==> config.mk <==
export PLATFORM = sky130hd
export DESIGN_NAME = seq_multiplier
export DESIGN_NICKNAME = d
export VERILOG_FILES = /design/src/rtl/seq_multiplier_pkg.sv /design/src/rtl/seq_multiplier_fulladder32.sv /design/src/rtl/seq_multiplier.sv
export SDC_FILE = /design/constraint.sdc
export NUM_CORES = 1
export LEC_CHECK = 0
export ABC_AREA = 1
export CORE_MARGIN = 4
export CORE_UTILIZATION = 35
export CTS_CLUSTER_SIZE = 40
export DETAILED_ROUTE_END_ITERATION = 8
export SLEW_MARGIN = 15
export SYNTH_ARGS = -nofsm -noshare
export SYNTH_HDL_FRONTEND = slang
export SYNTH_SLANG_ARGS = --single-unit
==> constraint.sdc <==
create_clock -name clk -period 2.4 [get_ports clk]
set_input_delay 0.48 -clock clk [delete_from_list [all_inputs] [get_ports clk]]
set_output_delay 0.48 -clock clk [all_outputs]
set_load 0.05 [all_outputs]
==> src/rtl/seq_multiplier_pkg.sv <==
// Shared definitions for the iterative shift-add multiplier: FSM state
// encoding and the default operand width.
package seq_multiplier_pkg;

  localparam int DEFAULT_BITS = 32;

  typedef enum logic [1:0] {
    ST_IDLE = 2'd0,
    ST_RUN  = 2'd1,
    ST_DONE = 2'd2
  } state_e;

endpackage : seq_multiplier_pkg

==> src/rtl/seq_multiplier_fulladder32.sv <==
// Combinational BITS-wide ripple adder with carry in/out. The multiplier
// feeds it the partial product and the gated multiplicand each iteration.
module fulladder32 #(
  parameter int BITS = 32
) (
  input  logic [BITS-1:0] a_i,
  input  logic [BITS-1:0] b_i,
  input  logic            p_i,
  output logic [BITS-1:0] s_o,
  output logic            p_o
);

  assign {p_o, s_o} = {1'b0, a_i} + {1'b0, b_i} + {{BITS{1'b0}}, p_i};

endmodule : fulladder32

==> src/rtl/seq_multiplier.sv <==
// Iterative unsigned shift-add multiplier: BITS x BITS -> 2*BITS product,
// one adder pass per clock, start/busy/valid handshake.
module seq_multiplier
  import seq_multiplier_pkg::*;
#(
  parameter int BITS = DEFAULT_BITS
) (
  input  logic              clk,
  input  logic              rst_n,
  input  logic              start_i,
  input  logic [BITS-1:0]   a_i,
  input  logic [BITS-1:0]   b_i,
  output logic              busy_o,
  output logic              valid_o,
  output logic [2*BITS-1:0] product_o
);

  localparam int CNT_W = $clog2(BITS) + 1;
  localparam logic [CNT_W-1:0] LAST_CNT = CNT_W'(BITS - 1);

  state_e           state_q, state_d;
  logic [BITS-1:0]  mcand_q, mcand_d;
  logic [BITS-1:0]  hi_q,    hi_d;
  logic [BITS-1:0]  lo_q,    lo_d;
  logic [CNT_W-1:0] count_q, count_d;

  logic [BITS-1:0]  add_b;
  logic [BITS-1:0]  add_s;
  logic             add_p;

  // Multiplicand is added only when the current multiplier bit (lo LSB) is set.
  assign add_b = lo_q[0] ? mcand_q : '0;

  fulladder32 #(.BITS(BITS)) u_adder (
    .a_i (hi_q),
    .b_i (add_b),
    .p_i (1'b0),
    .s_o (add_s),
    .p_o (add_p)
  );

  always_comb begin
    // NOTE: every variable gets a default before the case so no path leaves
    // it unassigned; otherwise synthesis infers a latch to hold the value.
    state_d = state_q;
    mcand_d = mcand_q;
    hi_d    = hi_q;
    lo_d    = lo_q;
    count_d = count_q;

    unique case (state_q)
      ST_IDLE: begin
        if (start_i) begin
          mcand_d = a_i;
          hi_d    = '0;
          lo_d    = b_i;
          count_d = '0;
          state_d = ST_RUN;
        end
      end
      ST_RUN: begin
        // Adder carry lands in hi MSB; S LSB shifts into lo as the multiplier retires.
        hi_d    = {add_p, add_s[BITS-1:1]};
        lo_d    = {add_s[0], lo_q[BITS-1:1]};
        count_d = count_q + CNT_W'(1);
        if (count_q == LAST_CNT) state_d = ST_DONE;
      end
      ST_DONE: state_d = ST_IDLE;
      default: state_d = ST_IDLE;
    endcase
  end

  always_ff @(posedge clk or negedge rst_n) begin
    // NOTE: state registers use non-blocking assignments so every flop samples
    // the pre-edge value of the others, independent of statement order.
    if (!rst_n) begin
      state_q <= ST_IDLE;
      mcand_q <= '0;
      hi_q    <= '0;
      lo_q    <= '0;
      count_q <= '0;
    end else begin
      state_q <= state_d;
      mcand_q <= mcand_d;
      hi_q    <= hi_d;
      lo_q    <= lo_d;
      count_q <= count_d;
    end
  end

  assign busy_o    = (state_q == ST_RUN);
  assign valid_o   = (state_q == ST_DONE);
  assign product_o = {hi_q, lo_q};

endmodule : seq_multiplier

Word-level counts from Yosys, hierarchy flattened
Index checks and enable logic that the tools add are counted.
W data, S select, Z words.
{"block": "op_classes", "addsub": 2, "eq_ne": 5, "n_mux": 10, "n_reduce_logical": 5}
{"op": "$pmux W32 S2", "n": 2}
{"op": "$mux W32", "n": 3}
{"op": "$add A32 B32 Y33", "n": 1}
{"op": "$pmux W6 S2", "n": 1}
{"op": "$add A6 B1 Y6 const B", "n": 1}
{"op": "$eq A6 B5 Y1 const B", "n": 1}
{"op": "$mux W6", "n": 1}
{"op": "$reduce_and A2 Y1", "n": 3}
{"op": "$mux W2", "n": 2}
{"op": "$pmux W2 S2", "n": 1}
{"op": "$eq A2 B1 Y1 const B", "n": 1}
{"op": "$eq A2 B2 Y1 const B", "n": 1}
{"op": "$logic_not A2 Y1", "n": 1}
{"op": "$ne A2 B1 Y1 const B", "n": 1}
{"op": "$ne A2 B2 Y1 const B", "n": 1}
{"op": "$reduce_bool A2 Y1", "n": 1}
{"block": "word_totals", "ff_bits": 104, "output_inout_bits": 66}

Depth between registers and ports, before layout
{"block": "logic_depth", "ltp_word": 3, "mapped_depth": 18, "depth_no_buf": 16}

Hierarchy
Synthesis repeated with hierarchy kept, for this count alone.
{"block": "unflattened", "cells_unflattened": 1068, "area_unflattened_um2": 6886.6}
{"mod": "seq_multiplier", "instances": 1, "cells_per_inst": 563, "area_each_um2": 4493.1}
{"mod": "fulladder32", "instances": 1, "cells_per_inst": 505, "area_each_um2": 2393.5}

Least setup slack after synthesis
Ideal clock, no wire load.
{"block": "synth_path", "kind": "reg-to-reg", "startpoint": "reg lo_q[0]", "endpoint": "reg hi_q[27]", "setup_ns": 0.118, "t_arrival_ns": 2.555, "t_required_ns": 2.282, "slack_ns": -0.273, "path_stages_with_launch": 18, "synth_period_minus_slack_ns": 2.673, "cell_sequence": "dfrtp_1 > clkbuf_1 > clkbuf_1 > nand2_1 > inv_1 > ha_1 > inv_1 > fa_1 > inv_1 > nand3_1 > nand3_1 > nand3_1 > nand3_1 > nand2_1 > nand2_1 > nand2_1 > nand3_1 > nand2_1"}
{"block": "synth_between", "elab_chain_len": 3}
{"item": "start: declaration", "line": "seq_multiplier.sv:24", "source": "logic [BITS-1:0] lo_q, lo_d;"}
{"item": "start signal: assignment", "line": "seq_multiplier.sv:86", "source": "lo_q <= lo_d;"}
{"item": "$mux W32", "line": "seq_multiplier.sv:32", "source": "assign add_b = lo_q[0] ? mcand_q : '0;"}
{"item": "$add A32 B32 Y33", "line": "seq_multiplier_fulladder32.sv:13", "source": "assign {p_o, s_o} = {1'b0, a_i} + {1'b0, b_i} + {{BITS{1'b0}}, p_i};"}
{"item": "$pmux W32 S2", "line": "seq_multiplier.sv:51", "source": "unique case (state_q)"}
{"item": "end signal: assignment", "line": "seq_multiplier.sv:85", "source": "hi_q <= hi_d;"}
{"item": "end: declaration", "line": "seq_multiplier.sv:23", "source": "logic [BITS-1:0] hi_q, hi_d;"}
No other way between the ends.
A chain may end at the register's enable or synchronous reset.

Worst setup path after layout
{"block": "layout_path", "startpoint": "reg lo_q[0]", "endpoint": "reg hi_q[31]"}
The elaborated chain is that of the path after synthesis.

==> reports/results.txt <==
Post-layout min period: 2.26 ns
Setup TNS: 0 ns
Antenna cells: 0
H-Tree Depth: 3
Die width: 148 um
Reg2reg setup slack: 0.14 ns
Longest Clk Path Bufs: 2
Pin count of the biggest net entering global routing: 66
FF+latch count, synth: 104
Worst-Skew Late Latency: 0.35 ns
Critical Path, Cell by Cell: buf_4, nand2_1, inv_1, ha_1, nand2_1, inv_1, a21oi_1, nor2_1, nor2_1, nor2_1, nor2_1, nand2_1, nand2_1, nand2_1
GPL Wtd Cong: 0.932
Compound-cell area share of the yosys netlist: 9.96%
Largest family of logic cells by synthesized area: simple AND/OR/NAND/NOR gates
Synthesized area per cell: 6.72 sq um
Clk root buf: clkbuf_16
RR Startpoint: lo_q[0]
Reg clk slew, reported paths: 0.08 ns
CTS tree: done
FF-to-FF End: hi_q[31]
Initial antenna violation count: 0
Worst-margin pin slew: 0.709 ns
TritonCTS sink count: 104
Mux contribution to synthesized area: 0%
Critical Path AT: 2.51 ns
Worst Path Required: 2.65 ns
Quantity of I/O buffers inserted on ports: 132
CP dominant cell by count: nand2_1
WL final: 19.8 mm
Slowest CP cell: dfrtp_2
CTS Buf Count: 9
Via count: 6494
Tcrit/Tclk final: 94.1%
Hold Path Class: input port to asynchronous set/reset pin
Starting Density: 36.1%
Fin. Hold Viols: 0
MaxCap Viol Count: 0
Syn nets: 1120
Antenna viol nets, final: 0
Simple logic cell fraction of the synthesized area: 32.6%
Commonest non-fill, non-tap cell in the layout: nand2_1
Post-Synth Adder-Cell Area: 6.33%
Commonest non-fill, non-tap cells in the layout: 403 x nand2_1, 175 x inv_1, 129 x clkdlybuf4s50_1, 103 x dfrtp_1, 58 x a21oi_1
Vias in the first global route: 6368
Finish-stage setup viols: 0
# fillers: 1968
Worst Setup End Kind: register
First-pass GRT wire length: 32.7 mm
Unrepaired setup endpoints after global routing: no
Postcts setup bufs: 0
Share of cells above drive strength 1: 7.97%
Row cnt: 50
Crit path kind: register to register
Max_slew headroom: 52.7%
Synth Area in XOR/XNOR: 0.512%
CP Launch Type: register
Core Area: 19000 sq um
Final hold slack: 0.0939 ns
Yosys warnings: 0
Fmax: 443 MHz
Setup crit end: hi_q[31]
Max-slew violations: 0
Nets: 1250
Post-Synthesis Cells: 1019
Post-synthesis sequential area ratio: 38.0%
Hpwl dp: 15.4 mm
Die area: 21900 sq um
Gr ovfl total: 0
Chip height: 148 um
Worst setup path startpoint: lo_q[0]
Num ports: 133
Run status: completed
Wire per inst: 14.0 um
Path depth of the worst reg2reg path: 14
Post-synthesis cell type count: 38
Clk_skew: 0.00813 ns
DR DRC count: 0
Critical Path Max Stage Delay: 0.44 ns
Synth-to-Final Area Change: 29.0%
Via/cell ratio: 4.59
Post-Syn Area: 6840 sq um
Gr usage total: 18.5%
CP Max Fanout: 14
DRT iter0 DRCs: 388
DRT Pass-1 Iters: 4
==> area by class of cell <==
class	count	area [sq um]	area share, %
clock buffers	9	225	2.55
clock inverters	7	81.3	0.921
inverters	189	712	8.06
multi-input cells	698	3410	38.7
flip-flops and latches	104	2600	29.5
well taps	260	325	3.68
repair buffers	147	1470	16.6
==> how the worst min path moves through the flow <==
stage / slack, ns / cells past startpoint / to
after floorplan: 0.18 / 0 / count_q[0]
after global placement: 0.46 / 2 / mcand_q[20]
after detailed placement: 0.47 / 2 / mcand_q[2]
after CTS: 0.11 / 1 / hi_q[25]
after global routing: 0.13 / 1 / hi_q[25]
final: 0.09 / 1 / hi_q[25]
==> cells by family after synthesis <==
| family | after synthesis |
|---|---|
| adder cells (fa/ha/maj) | 34 |
| buffers and inverters | 217 |
| AO/OA/AOI/OAI | 123 |
| AND/OR/NAND/NOR | 537 |
| flip-flops | 104 |
| XOR/XNOR | 4 |
==> worst max-delay path: cells and delay by family (launching register included) <==
family	cells	cell delay, ns
simple gates	9	0.86
flops	1	0.44
fa+ha+maj	1	0.34
buf+inv	3	0.30
compound gates	1	0.22
==> sequential cells by signal, indices dropped and copies added (netlist names) <==
| name | flops |
|---|---|
| lo_q | 32 |
| hi_q | 32 |
| mcand_q | 32 |
| state_q | 2 |
| count_q | 6 |
==> per-layer routing <==
metal  share of wire (%)  track usage [%]  wire, um  vias to the layer above
li1                    -                -         -                     3385
met1                  47             25.8      9380                     2950
met2                  45             29.3      8920                      149
met3                 6.8             5.06      1340                       10
met4                0.83             3.23       164                        0
met5                   0                0         0                        -
==> per-stage QoR <==
step	instance area, sq um	utilization [%]	cells	setup slack, ns
2_1_floorplan	6860	-	1019	0.0233
3_3_place_gp	8500	44.8	1398	0.181
3_5_place_dp	8500	44.8	1398	0.145
4_1_cts	8800	46.4	1414	0.145
5_1_grt	8830	46.6	1414	0.00753
6_report	8830	46.6	1414	0.141
==> Yosys cell counts, drive strengths merged <==
library cell  number  area, sq um
clkinv             1         3.75
dfrtp            104         2600
a32o               1         10.0
nand3b             2         15.0
xnor2              2         17.5
clkbuf            10         37.5
buf               18          109
a21o               1         7.51
o21ai             21          105
fa                 1         20.0
a21oi             61          309
nand4              3         18.8
nand2            425         1660
nand3             44          250
nor3               5         46.3
ha                33          413
a22o               1         8.76
xor2               2         17.5
o22ai             35          219
or2                2         12.5
o21bai             3         22.5
nor2              56          233
inv              188          708
==> timing repair <==
item                                    in CTS  in global routing
hold buffers                                 0                  0
endpoints found under the setup margin       0                 11
hold endpoints to repair                     0                  0
resized for setup                            0                  8
Power is not shown: default switching activity piles up to over one toggle a cycle in this logic, so the estimate is an artifact.
==> RTL change: new RTL, same settings <==
Add an input register stage for `start_i`, `a_i` and `b_i`, without a reset; this delays them by one clock.
--- a/src/rtl/seq_multiplier.sv
+++ b/src/rtl/seq_multiplier.sv
@@ -17,6 +17,16 @@
 
   localparam int CNT_W = $clog2(BITS) + 1;
   localparam logic [CNT_W-1:0] LAST_CNT = CNT_W'(BITS - 1);
+
+  logic start_q;
+  logic [BITS-1:0] a_q;
+  logic [BITS-1:0] b_q;
+
+  always_ff @(posedge clk) begin
+    start_q <= start_i;
+    a_q     <= a_i;
+    b_q     <= b_i;
+  end
 
   state_e           state_q, state_d;
   logic [BITS-1:0]  mcand_q, mcand_d;
@@ -50,10 +60,10 @@
 
     unique case (state_q)
       ST_IDLE: begin
-        if (start_i) begin
-          mcand_d = a_i;
+        if (start_q) begin
+          mcand_d = a_q;
           hi_d    = '0;
-          lo_d    = b_i;
+          lo_d    = b_q;
           count_d = '0;
           state_d = ST_RUN;
         end
Behaviour: not the same (a bounded check fails within 4 cycles, from zero or initial values and one cycle with rst_n low).
==> RTL change against the unedited design <==
- synthesized area rose by 19%
- highest routed layer unchanged
- wire length increased by 6.6%
- register-to-register slack gained 0.07 ns
- final area grew 19%
- clock skew up 0.0027 ns
- sequential cell count rose by 65
- setup slack worse by 0.018 ns
Power is not shown: default switching activity piles up to over one toggle a cycle in this logic, so the estimate is an artifact.
==> RTL change: results <==
set metrics [dict create \
    outcome "complete, no violations" \
    grt_pass1_wl_microns 34780 \
    whs_ns 0.05267 \
    drive_gt1_share_pct 8.611 \
    worst_pin_slew_ns 0.7146 \
    synthArstFlopShare_pct 61.54 \
    clkLatencyLatePin_ns 0.43 \
    synth_seq_area_share_pct 48.01 \
    syn-num-nets 1185 \
    drtIter0Drc 329 \
    m1WireLength_microns 9826 \
    slowest_stage "clkdlybuf4s50_1" \
    r2r_end "hi_q[29]$_DFFE_PN0P_" \
    reg2reg_setup_slack_ns 0.21 \
    path_max_fanout 3 \
    via_per_inst 4.514 \
    startpoint "state_q[0]$_DFFE_PN0P_" \
    via_count 6969 \
    nets 1319 \
    grt_pass1_vias 6937 \
    reg2reg_depth 13 \
    crit_end "valid_o" \
    htreeDepth 4 \
    dr_wl_met3_microns 1358 \
    placed_area_sq_um 9816 \
    place_ws_ns 0.2224 \
    synth_cells 1084 \
]
==> RTL change: cell types whose count changed after synthesis <==
cell / before / now
buf_4: 5 / 6
buf_8: 1 / 0
dfxtp_1: 0 / 65
inv_2: 11 / 12
inv_4: 1 / 0
nand2_2: 19 / 20
nand2_4: 2 / 1
==> RTL change: area by class of cell <==
| cell class | count | area, sq um |
|---|---|---|
| clock inverter | 15 | 231.5 |
| clock buffer | 17 | 425.4 |
| fill | 2286 | 12280 |
| tap | 313 | 391.6 |
| inverter | 189 | 709.4 |
| multi-input combinational | 698 | 3411 |
| timing repair buffer | 143 | 1421 |
| sequential | 169 | 3905 |
==> RTL change: cells by family (layout without fill, tap and decap cells) <==
family,count (synthesis),in the layout,synth area share (%)
AND/OR/NAND/NOR,537,537,27.41
buffers and inverters,217,364,10.43
flip-flops,169,169,48.01
AO/OA/AOI/OAI,123,123,8.387
adder cells (fa/ha/maj),34,34,5.325
XOR/XNOR,4,4,0.4310
